==> config.mk <==
export PLATFORM = sky130hd
export DESIGN_NAME = ram_frame_sequencer
export DESIGN_NICKNAME = d
export VERILOG_FILES = /design/src/rtl/ram_frame_sequencer.sv
export SDC_FILE = /design/constraint.sdc
export NUM_CORES = 1
export LEC_CHECK = 0
export CAP_MARGIN = 20
export CORE_MARGIN = 4
export CORE_UTILIZATION = 31
export CTS_BUF_LIST = sky130_fd_sc_hd__clkbuf_2
export DETAILED_ROUTE_END_ITERATION = 10
export PLACE_DENSITY = 0.61
export SLEW_MARGIN = 15
export SYNTH_ARGS = -nofsm -noshare
export SYNTH_HDL_FRONTEND = slang
export SYNTH_SLANG_ARGS = --single-unit
==> constraint.sdc <==
create_clock -name clk_i -period 2.4 [get_ports clk_i]
set_clock_uncertainty 0.15 [all_clocks]
set_input_delay 0.48 -clock clk_i [delete_from_list [all_inputs] [get_ports clk_i]]
set_output_delay 0.48 -clock clk_i [all_outputs]
set_load 0.02 [all_outputs]
==> src/rtl/ram_frame_sequencer.sv <==
// ============================================================================
// Module   : ram_frame_sequencer
// Brief    : Read-side controller for the ping-pong RAM buffer. On each
//            buffer_ready pulse it drains DEPTH samples from the RAM read
//            port and forwards them as a framed valid/ready stream with
//            SOF/EOF markers. Counts completed frames (wrapping) and buffer
//            pulses that could not be latched (saturating).
// Options  : FRAME_HEADER_EN - prefix each frame with a header beat that
//            carries the current frame count.
// Revision : 1.0 - initial release
// ============================================================================
`default_nettype none

module ram_frame_sequencer #(
  parameter int WIDTH       = 16,
  parameter int DEPTH       = 16,
  parameter int FRAME_CNT_W = 8
) (
  input  logic                   clk_i,
  input  logic                   rst_i,
  input  logic                   enable_i,
  input  logic                   buffer_ready_i,
  input  logic [WIDTH-1:0]       ram_read_data_i,
  input  logic                   ram_read_valid_i,
  output logic                   ram_read_ready_o,
  output logic [WIDTH-1:0]       m_data_o,
  output logic                   m_valid_o,
  input  logic                   m_ready_i,
  output logic                   m_sof_o,
  output logic                   m_eof_o,
  output logic                   busy_o,
  output logic                   done_o,
  output logic [FRAME_CNT_W-1:0] frame_count_o,
  output logic [FRAME_CNT_W-1:0] missed_count_o
);

  localparam int                BEAT_W      = (DEPTH > 1) ? $clog2(DEPTH) : 1;
  localparam logic [BEAT_W-1:0] C_LAST_BEAT = BEAT_W'(DEPTH - 1);

  typedef enum logic [1:0] {
    ST_IDLE  = 2'd0,
    ST_DRAIN = 2'd1,
    ST_FLUSH = 2'd2
`ifdef FRAME_HEADER_EN
    ,
    ST_HDR   = 2'd3
`endif
  } state_t;

  state_t                 state_q, state_d;
  logic                   pending_q, pending_d;
  logic [BEAT_W-1:0]      beat_cnt_q, beat_cnt_d;
  logic [WIDTH-1:0]       m_data_q, m_data_d;
  logic                   m_valid_q, m_valid_d;
  logic                   m_sof_q, m_sof_d;
  logic                   m_eof_q, m_eof_d;
  logic                   done_q, done_d;
  logic [FRAME_CNT_W-1:0] frame_count_q, frame_count_d;
  logic [FRAME_CNT_W-1:0] missed_count_q, missed_count_d;

  logic                   w_out_free;   // output register can take a new beat this cycle
  logic                   w_pop;        // a RAM beat transfers this cycle
  logic                   start_frame;  // consume the pending buffer and begin a frame
`ifdef FRAME_HEADER_EN
  logic [WIDTH-1:0]       hdr_word;
`endif

  assign w_out_free       = !m_valid_q || m_ready_i;
  assign ram_read_ready_o = (state_q == ST_DRAIN) && w_out_free;
  assign w_pop            = ram_read_valid_i && ram_read_ready_o;

  // Next-state, output register, pending latch and counter update logic
  always_comb begin
    state_d        = state_q;
    pending_d      = pending_q;
    beat_cnt_d     = beat_cnt_q;
    m_data_d       = m_data_q;
    m_valid_d      = m_valid_q;
    m_sof_d        = m_sof_q;
    m_eof_d        = m_eof_q;
    done_d         = 1'b0;
    frame_count_d  = frame_count_q;
    missed_count_d = missed_count_q;
    start_frame    = 1'b0;
`ifdef FRAME_HEADER_EN
    hdr_word                    = '0;
    hdr_word[FRAME_CNT_W-1:0]   = frame_count_q;
`endif

    // Downstream accepted the held beat; a new load below may override this.
    if (m_valid_q && m_ready_i) begin
      m_valid_d = 1'b0;
      m_sof_d   = 1'b0;
      m_eof_d   = 1'b0;
    end

    case (state_q)
      ST_IDLE: begin
        if (pending_q && enable_i) begin
          start_frame = 1'b1;
        end
      end
`ifdef FRAME_HEADER_EN
      ST_HDR: begin
        if (w_out_free) begin
          m_valid_d = 1'b1;
          m_data_d  = hdr_word;
          m_sof_d   = 1'b1;
          m_eof_d   = 1'b0;
          state_d   = ST_DRAIN;
        end
      end
`endif
      ST_DRAIN: begin
        if (w_pop) begin
          m_valid_d = 1'b1;
          m_data_d  = ram_read_data_i;
`ifdef FRAME_HEADER_EN
          m_sof_d   = 1'b0;
`else
          m_sof_d   = (beat_cnt_q == '0);
`endif
          m_eof_d   = (beat_cnt_q == C_LAST_BEAT);
          if (beat_cnt_q == C_LAST_BEAT) begin
            state_d = ST_FLUSH;
          end else begin
            beat_cnt_d = beat_cnt_q + 1'b1;
          end
        end
      end
      ST_FLUSH: begin
        // The EOF beat is gone (or leaving now): the frame is delivered.
        if (w_out_free) begin
          done_d        = 1'b1;
          frame_count_d = frame_count_q + 1'b1;
          if (pending_q && enable_i) begin
            start_frame = 1'b1;
          end else begin
            state_d = ST_IDLE;
          end
        end
      end
      default: begin
        state_d = ST_IDLE;
      end
    endcase

    if (start_frame) begin
      pending_d  = 1'b0;
      beat_cnt_d = '0;
`ifdef FRAME_HEADER_EN
      state_d    = ST_HDR;
`else
      state_d    = ST_DRAIN;
`endif
    end

    // A pulse arriving in the same cycle the pending buffer is consumed
    // sees an empty latch and is kept rather than counted as missed.
    if (buffer_ready_i) begin
      if (enable_i && !(pending_q && !start_frame)) begin
        pending_d = 1'b1;
      end else if (missed_count_q != '1) begin
        missed_count_d = missed_count_q + 1'b1;
      end
    end
  end

  // State and datapath registers with synchronous reset
  always_ff @(posedge clk_i) begin
    if (rst_i) begin
      state_q        <= ST_IDLE;
      pending_q      <= 1'b0;
      beat_cnt_q     <= '0;
      m_data_q       <= '0;
      m_valid_q      <= 1'b0;
      m_sof_q        <= 1'b0;
      m_eof_q        <= 1'b0;
      done_q         <= 1'b0;
      frame_count_q  <= '0;
      missed_count_q <= '0;
    end else begin
      state_q        <= state_d;
      pending_q      <= pending_d;
      beat_cnt_q     <= beat_cnt_d;
      m_data_q       <= m_data_d;
      m_valid_q      <= m_valid_d;
      m_sof_q        <= m_sof_d;
      m_eof_q        <= m_eof_d;
      done_q         <= done_d;
      frame_count_q  <= frame_count_d;
      missed_count_q <= missed_count_d;
    end
  end

  assign m_data_o       = m_data_q;
  assign m_valid_o      = m_valid_q;
  assign m_sof_o        = m_sof_q;
  assign m_eof_o        = m_eof_q;
  assign busy_o         = (state_q != ST_IDLE);
  assign done_o         = done_q;
  assign frame_count_o  = frame_count_q;
  assign missed_count_o = missed_count_q;

endmodule

`default_nettype wire

==> results.json <==
{
  "fin_area_sq_um": 2620,
  "required_ns": 1.77,
  "start_util": 0.329,
  "drcViolationCount": 0,
  "grt_max_degree": 20,
  "detail-route-antenna-nets": 0,
  "ys_types": 42,
  "critPathMaxFanout": 7,
  "ys.flop_type": "dfxtp_1",
  "clock_latency_ns": 0.38,
  "max_freq_ghz": 0.460,
  "numCtsBuffers": 5,
  "synth_edf_count": 0,
  "synth_top_area_share": 0.464,
  "cp_top_family": "buffers and inverters",
  "diodes": 0,
  "final_util": 0.465,
  "port-buffer-count": 59,
  "setup_tns_ns": 0,
  "postRouteWirelength_mm": 4.60,
  "cts_hold_buf": 0,
  "post-route-min-period_ns": 2.17,
  "cp_slowest_stage_delay_ns": 0.66,
  "drt-pass1-iter-count": 4,
  "critical_path_arrival_ns": 1.54,
  "chipHeight_microns": 85.4,
  "relSlewSlack": 0.767,
  "routed_via_density": 4.85,
  "final-setup-viol-count": 0,
  "die_area_sq_um": 7290,
  "worstSetupEndpointType": "primary output",
  "yosys.area.top_type": "dfxtp_1",
  "timing.hold.worst.class": "reg2reg",
  "rsz0062_at_grt": "false",
  "maxCapViolCount": 0,
  "fin_nets": 317,
  "dp_cells": 356,
  "pwr-share-clk": 0.249,
  "hold_viol": 0,
  "std_cell_rows": 27,
  "core_region_area_sq_um": 5640,
  "cts_tree": "done",
  "via_count": 1766,
  "ios": 60,
  "synthArstFlopShare": 0,
  "maxSlewViolCount": 0,
  "die_w_microns": 85.4,
  "drt_iter0_drc": 76,
  "grt.total_usage": 0.128,
  "antenna_found_initial": 0,
  "p_int_uw": 874,
  "worst-setup-path-type": "reg2out",
  "switching_share": 0.254,
  "clockBufferDepth": 2,
  "crit_buf_inv": 1,
  "power_density_nw_per_um2": 447,
  "cts-root-buf": "clkbuf_2",
  "synthTopCellsByArea": "dfxtp_1 46%, nand2_1 8.9%, a21oi_1 8.4%",
  "fin_cells": 364,
  "worst_pin_slew_ns": 0.349,
  "placed_cell_area_sq_um": 2580,
  "dp_hpwl_mm": 3.34,
  "ir_drop_mv": 0.193,
  "status": "finished, final reports clean",
  "grt_pass1_vias": 1626,
  "wire_per_inst_microns": 12.6,
  "numClockSinks": 43,
  "synth_common_cells": "44 x nand2_1, 43 x dfxtp_1, 31 x a21oi_1",
  "path_cells": "clkdlybuf4s50_1",
  "synth_seq_cells": 43,
  "grt_pass1_wl_mm": 7.57,
  "sequentialPowerShare": 0.629,
  "syn-num-nets": 248,
  "switchingPower_uw": 298,
  "yosysWarnings": 0,
  "drive_above_1_share": 0.103,
  "seq_area_frac_synth": 0.464,
  "gp_congestion": 0.766,
  "grt.overflow.total": 0,
  "avgSynthCellArea_sq_um": 8.36,
  "finalCritPeriodShare": 0.906,
  "area_growth_pct": 41.3,
  "yosysMostFrequentCell": "nand2_1",
  "start_kind": "flip-flop",
  "power.leakage_nw": 0.927,
  "syn-instance-count": 222,
  "htreeDepth": 2,
  "cp_slowest_cell": "clkdlybuf4s50_1",
  "path_clk_slew_ns": 0.20,
  "p_comb_frac": 0.121,
  "synth_area_sq_um": 1860
}
[cell families after synthesis]
group           synth area share
fa+ha+maj                 0.0270
simple gates               0.280
compound gates             0.149
buf+inv                   0.0344
xor+xnor                  0.0283
mux                       0.0175
flops                      0.464
[layout make-up]
class                      instances  area (sq um)
clock buffer                       6          30.0
fill                             562          3020
sequential                        43           861
clock inverter                     2          7.51
multi-input combinational        165           933
inverter                           5          18.8
tap                               72          90.1
timing repair buffer              71           682
[power groups by stage]
stage	clock network, mW	logic (mW)	registers [mW]
2_1_floorplan	0	0.0524	0.763
3_3_place_gp	0	0.144	0.752
3_5_place_dp	0	0.144	0.752
4_1_cts	0.313	0.145	0.738
5_1_grt	0.334	0.155	0.741
6_report	0.292	0.142	0.738
[timing repair]
action                     CTS  global route
buffers inserted             0             0
resized for setup            2             1
setup endpoints to repair    1             1
pin swaps                    0             0
[registers in the layout, summed over array words and instances (netlist names)]
signal          cells
m_valid_o           1
missed_count_o      8
done_o              1
m_data_o           16
m_eof_o             1
beat_cnt_q          4
pending_q           1
state_q             2
m_sof_o             1
frame_count_o       8
[placed cells by master, fill, tap and decap left out, drive strengths merged, types with 2 or more instances in the layout]
master,n
clkdlybuf4s50,57
nand2,44
dfxtp,43
a21oi,31
nor2,15
buf,12
nand3,11
xnor2,6
clkbuf,6
inv,5
nor3,5
nand4,4
and3,4
o31ai,4
or4,4
ha,4
nor2b,4
nand2b,3
o21ai,3
mux2,2
nor4,2
or3,2
clkinv,2
or2,2
[per-layer routing]
layer | up-vias | part of all wire | GRT usage
li1 | 908 | - | -
met5 | - | 0 | 0
met3 | 6 | 0.052 | 0.0262
met2 | 48 | 0.46 | 0.199
met4 | 0 | 0.012 | 0.0604
met1 | 804 | 0.48 | 0.168
[metrics by stage]
step	total power, mW	hold WS, ns	setup WS, ns
after global routing	1.23	0.338	0.115
after CTS	1.20	0.323	0.0201
after global placement	0.896	0.292	-0.0617
after floorplan	0.815	0.316	0.669
final	1.17	0.318	0.227
after detailed placement	0.896	0.299	-0.0653
[worst paths after layout]
kind                                        from                             end  slack, ns  cells after the start
setup / recovery   frame_count_o[3]$_SDFFE_PP0P_                frame_count_o[3]       0.23                      1
hold / removal          m_data_o[0]$_SDFFE_PP0P_        m_data_o[0]$_SDFFE_PP0P_       0.32                      2
setup reg to reg  missed_count_o[0]$_SDFFE_PP0P_  missed_count_o[0]$_SDFFE_PP0P_       0.62                      5
hold reg to reg         m_data_o[0]$_SDFFE_PP0P_        m_data_o[0]$_SDFFE_PP0P_       0.32                      2
(Power assumes the default switching activity.)
